===== config.mk =====
export PLATFORM = sky130hd
export DESIGN_NAME = trigger_conditioner
export DESIGN_NICKNAME = d
export VERILOG_FILES = /design/src/rtl/trig_pkg.sv /design/src/rtl/btn_debouncer.sv /design/src/rtl/trigger_conditioner.sv
export SDC_FILE = /design/constraint.sdc
export NUM_CORES = 1
export LEC_CHECK = 0
export ABC_AREA = 1
export CELL_PAD_IN_SITES_DETAIL_PLACEMENT = 1
export CELL_PAD_IN_SITES_GLOBAL_PLACEMENT = 2
export CORE_ASPECT_RATIO = 0.9
export CORE_UTILIZATION = 38
export DETAILED_ROUTE_END_ITERATION = 10
export PLACE_DENSITY = 0.85
export SYNTH_ARGS = -nofsm -noshare
export SYNTH_HDL_FRONTEND = slang
export SYNTH_SLANG_ARGS = --single-unit

===== constraint.sdc =====
create_clock -name clk -period 5.95 [get_ports clk]
set_clock_uncertainty 0.15 [all_clocks]
set_input_delay 1.19 -clock clk [delete_from_list [all_inputs] [get_ports clk]]
set_output_delay 1.19 -clock clk [all_outputs]
set_load 0.02 [all_outputs]

===== src/rtl/trig_pkg.sv =====
// Shared types and default timing constants for the button trigger conditioner (50 MHz clk).
package trig_pkg;

  typedef enum logic [1:0] {
    IDLE     = 2'd0,
    STRETCH  = 2'd1,
    WAIT_REL = 2'd2
  } trig_state_t;

  localparam int DEF_DEBOUNCE_CYCLES = 1_000_000;    // 20 ms
  localparam int DEF_STRETCH_CYCLES  = 20_000_000;   // > 2^24 so div[23] always sees it
  localparam int DEF_LONG_CYCLES     = 100_000_000;  // 2 s
  localparam int DEF_CNT_W           = 8;

endpackage


===== src/rtl/btn_debouncer.sv =====
// Level debouncer: dout follows din_s only after din_s has differed for DEBOUNCE_CYCLES clocks.
module btn_debouncer
  import trig_pkg::*;
#(
  parameter int DEBOUNCE_CYCLES = DEF_DEBOUNCE_CYCLES
) (
  input  logic clk,
  input  logic reset,
  input  logic din_s,
  output logic dout
);

  localparam int            CW       = $clog2(DEBOUNCE_CYCLES + 1);
  localparam logic [CW-1:0] CNT_LAST = CW'(DEBOUNCE_CYCLES - 1);

  logic [CW-1:0] cnt;

  // Any return to the accepted level clears the count, so glitches restart the window.
  always_ff @(posedge clk or posedge reset) begin
    if (reset) begin
      cnt  <= '0;
      dout <= 1'b0;
    end else if (din_s == dout) begin
      cnt <= '0;
    end else if (cnt == CNT_LAST) begin
      dout <= din_s;
      cnt  <= '0;
    end else begin
      cnt <= cnt + 1'b1;
    end
  end

endmodule


===== src/rtl/trigger_conditioner.sv =====
// Button -> sync -> debounce -> edge detect -> pulse stretcher, plus saturating press counter.
// Define LONG_PRESS_EN to build the long-press detector; otherwise long_pulse is tied low.
module trigger_conditioner
  import trig_pkg::*;
#(
  parameter int DEBOUNCE_CYCLES = DEF_DEBOUNCE_CYCLES,
  parameter int STRETCH_CYCLES  = DEF_STRETCH_CYCLES,
  parameter int LONG_CYCLES     = DEF_LONG_CYCLES,
  parameter int CNT_W           = DEF_CNT_W
) (
  input  logic             clk,
  input  logic             reset,
  input  logic             btn_raw,
  output logic             pressed,
  output logic             press_pulse,
  output logic             trigger,
  output logic             busy,
  output logic [CNT_W-1:0] press_count,
  output logic             long_pulse
);

  localparam int            SW           = $clog2(STRETCH_CYCLES + 1);
  localparam logic [SW-1:0] STRETCH_LAST = SW'(STRETCH_CYCLES - 1);

  if (DEBOUNCE_CYCLES < 1 || STRETCH_CYCLES < 1 || LONG_CYCLES < 1 || CNT_W < 1) begin : g_param_check
    $error("trigger_conditioner: cycle parameters and CNT_W must be >= 1");
  end

  logic          sync1, btn_s;
  logic          pressed_q;
  trig_state_t   state;
  logic [SW-1:0] scnt;

  always_ff @(posedge clk or posedge reset) begin
    if (reset) begin
      sync1 <= 1'b0;
      btn_s <= 1'b0;
    end else begin
      sync1 <= btn_raw;
      btn_s <= sync1;
    end
  end

  btn_debouncer #(
    .DEBOUNCE_CYCLES(DEBOUNCE_CYCLES)
  ) u_debouncer (
    .clk  (clk),
    .reset(reset),
    .din_s(btn_s),
    .dout (pressed)
  );

  always_ff @(posedge clk or posedge reset) begin
    if (reset) begin
      pressed_q   <= 1'b0;
      press_pulse <= 1'b0;
      press_count <= '0;
    end else begin
      pressed_q   <= pressed;
      press_pulse <= pressed & ~pressed_q;
      if (press_pulse && press_count != '1)
        press_count <= press_count + 1'b1;
    end
  end

  // Only IDLE looks at press_pulse, so presses during STRETCH/WAIT_REL never retrigger.
  always_ff @(posedge clk or posedge reset) begin
    if (reset) begin
      state   <= IDLE;
      scnt    <= '0;
      trigger <= 1'b0;
      busy    <= 1'b0;
    end else begin
      case (state)
        IDLE: begin
          if (press_pulse) begin
            state   <= STRETCH;
            scnt    <= STRETCH_LAST;
            trigger <= 1'b1;
            busy    <= 1'b1;
          end
        end
        STRETCH: begin
          if (scnt == '0) begin
            trigger <= 1'b0;
            if (pressed) begin
              state <= WAIT_REL;
            end else begin
              state <= IDLE;
              busy  <= 1'b0;
            end
          end else begin
            scnt <= scnt - 1'b1;
          end
        end
        WAIT_REL: begin
          if (!pressed) begin
            state <= IDLE;
            busy  <= 1'b0;
          end
        end
        default: begin
          state   <= IDLE;
          trigger <= 1'b0;
          busy    <= 1'b0;
        end
      endcase
    end
  end

`ifdef LONG_PRESS_EN
  localparam int            HW        = $clog2(LONG_CYCLES + 1);
  localparam logic [HW-1:0] HOLD_LAST = HW'(LONG_CYCLES - 1);
  localparam logic [HW-1:0] HOLD_DONE = HW'(LONG_CYCLES);

  logic [HW-1:0] hold_cnt;

  // Counter parks at LONG_CYCLES after firing, giving one long_pulse per press.
  always_ff @(posedge clk or posedge reset) begin
    if (reset) begin
      hold_cnt   <= '0;
      long_pulse <= 1'b0;
    end else if (!pressed) begin
      hold_cnt   <= '0;
      long_pulse <= 1'b0;
    end else begin
      long_pulse <= (hold_cnt == HOLD_LAST);
      if (hold_cnt != HOLD_DONE)
        hold_cnt <= hold_cnt + 1'b1;
    end
  end
`else
  assign long_pulse = 1'b0;
`endif

endmodule


==> run summary <==
Setup TNS Final: 0 ns
Post-synth ARST share: 100%
Headroom to the max-slew limit: 46.7%
ANT cells: 0
Total vias in the final route: 3144
VDD IR max: 0.125 mV
Vias in the first global route: 3332
Status: complete, no violations
Remaining antenna violation count after routing: 0
Largest cells by area after synthesis: dfrtp_1 (42%), nand2_1 (14%), nor2_1 (8.1%), inv_1 (5.8%), nand3_1 (4.7%)
Chip Width: 106 um
WL/cell: 14.0 um
Reg-to-Reg End: scnt[6]
Initial antenna violation count: 0
Initial detailed-routing violation count: 81
Most frequent cells after synthesis: nand2_1 (143), nor2_1 (80), dfrtp_1 (62)
Hold EP: btn_s
Clk Latency, worst-skew pair: 0.36 ns
Critical path's top delay family: buffers and inverters
Max Clk Rate: 0.349 GHz
Hold path cells: 0
Gr ovfl total: 0
Dpl ws: 3.19 ns
Placed cells: 628
Worst r2r path cells: 7
Finished Layout Cells: 643
Critical path fanouts, max: 7
Area Overhead vs Synth: 10.7%
Top cell type's share of synthesized area: 41.8%
Resized cells post-CTS: 0
Global Route Usage Sum: 20.5%
Seq cells post-synth: 62
Post-CTS Repair Setup Buffers: 0
First-pass GRT wire length: 15900 um
Worst Hold Launch: sync1
Max Used Layer: met4
Crit start category: flop
Fin nets: 528
Pins Over Slew Limit: 0
Hold Vio Cnt, Final: 0
Post-Route M1 WL: 4280 um
Post-DP HPWL: 6580 um
Crit path kind: flop to output pin
Met2 wire length: 4410 um
Via density: 4.89
Root Driver: clkbuf_8
H-tree Lvls: 3
EDFF count, synth: 0
Crit path DAT: 1.52 ns
Sequential share of the synthesized area: 41.8%
Pwr dens: 191 mW/mm^2
Synthesized instance count: 501
CP max stage cell: clkdlybuf4s50_1
Setup WS post-layout: 3.09 ns
Clock Pin Slew Worst Setup and Hold Paths: 0.07 ns
Placed instance area: 0.00393 sq mm
Critical path required time: 4.61 ns
Avg Inst Size Synth: 7.40 sq um
Cell variety after synth: 36
CTS Hold Bufs: 0
CP endpoint kind: output pin
Reg2Reg Setup Slack: 3.22 ns
Minimum clock period: 2.86 ns
YS warnings: 0
Top-count cell post-synth: nand2_1
Core Box Area: 0.00929 sq mm
Die area: 0.0102 sq mm
DRT Pass-1 Iters: 4
Largest net degree at the start of global routing: 63
Met3 WL post-DR: 203 um
Layout cells sized above 1: 8.25%
Post-route DRC: 0
Ys flop type: dfrtp_1
I/O Buffers: 14
Post-synth top area cell: dfrtp_1
Die height: 95.7 um
Worst slew pin tran: 0.799 ns
RSZ-0062 raised after global routing: no
Clock sink count: 62
Cell Area, Synth: 0.00371 sq mm
Final setup viols: 0
WL final: 9030 um
Critical path's largest stage delay: 0.66 ns
Row Count: 33
Total nets after synthesis: 512
Hold Crit Class: flop to flop
Final core utilization: 44.2%
Critical R2R Launch: state[1]
Num CTS Buffers: 9
Starting Density: 39.9%
GP Congestion: 0.791
Cell area after layout: 0.00411 sq mm
Final period util: 48.1%
I/O pin count: 16
Pleak: 2.05 nW
CP cell instances: clkdlybuf4s50_1
Max-cap violation count: 0
CTS Buffer Depth: 2
CP bufs+invs: 1
CTS tree: done
==> layer usage <==
layer | vias to the layer above | track usage (%)
met1 | 1489 | 24.9
met3 | 12 | 4.94
met2 | 25 | 35.4
met4 | 0 | 7.52
li1 | 1618 | -
met5 | - | 0
==> cell usage in the layout (no fill, tap or decap) <==
| master | n |
|---|---|
| nor2_2 | 6 |
| ha_1 | 8 |
| and3_1 | 1 |
| xnor2_1 | 3 |
| nand3_2 | 2 |
| nor2_4 | 1 |
| clkinvlp_4 | 2 |
| nand3_1 | 35 |
| nand4_1 | 17 |
| o21a_1 | 1 |
| nand3b_1 | 4 |
| inv_1 | 56 |
| buf_4 | 1 |
| or2_2 | 2 |
| clkinv_2 | 1 |
| nor2_1 | 80 |
| dfrtp_1 | 62 |
| nand2_1 | 143 |
| o21bai_1 | 1 |
| nor4_1 | 1 |
| inv_2 | 2 |
| nor3_2 | 3 |
| clkbuf_1 | 1 |
| o21ai_0 | 5 |
| nand3_4 | 1 |
| clkdlybuf4s50_1 | 14 |
| clkbuf_8 | 11 |
| nor3b_2 | 1 |
| a211oi_1 | 1 |
| o21ai_1 | 6 |
| a31oi_1 | 1 |
| xor2_1 | 17 |
| a21oi_1 | 9 |
| conb_1 | 1 |
| nor3b_1 | 3 |
| o21ai_2 | 10 |
| nor3_1 | 8 |
==> flip-flops by register name, indices dropped and copies added, names as in the netlist <==
register          cells
state                 2
btn_s                 1
press_pulse           1
sync1                 1
u_debouncer.dout      1
scnt                 25
pressed_q             1
u_debouncer.cnt      20
busy                  1
trigger               1
press_count           8
==> worst max-delay path by stage <==
stage	to	start	slack, ns	cells after the start
floorplan	btn_s	reset	3.07	1
global placement	scnt[13]	state[1]	3.26	7
detailed placement	scnt[8]	state[1]	3.19	7
CTS	pressed	u_debouncer.dout	3.05	1
global route	scnt[16]	state[1]	2.89	7
finish	pressed	u_debouncer.dout	3.09	1
==> metrics by stage <==
stage                     power [mW]  hold slack, ns
after floorplan                0.446           0.181
after global placement         0.451           0.184
after detailed placement       0.452           0.195
after CTS                      0.800           0.212
after global routing           0.818           0.233
final                          0.785           0.212
==> cells by family (layout without fill, tap and decap cells) <==
kind of cell | after synthesis | count (layout) | synth area share [%]
and+or+nand+nor | 308 | 308 | 36.8
buffers and inverters | 68 | 88 | 7.96
adders and majority gates | 8 | 8 | 2.70
AOI/OAI and AO/OA | 34 | 34 | 5.84
DFF | 62 | 62 | 41.8
other | 1 | 1 | 0.101
xor gates and xnor gates | 20 | 20 | 4.72
==> final cells by class <==
type                       count  area, sq um
timing repair buffer          15          148
tap                          122          153
inverter                      58          218
clock buffer                  12          155
fill                        1195         5180
sequential                    62         1550
multi-input combinational    371         1860
clock inverter                 3         20.0
==> power breakdown <==
part	internal (mW)	switching [mW]
Clock	0.171	0.171
Sequential	0.424	0.00151
Combinational	0.00390	0.0134
No activity file was read; power rests on OpenSTA's default activity.
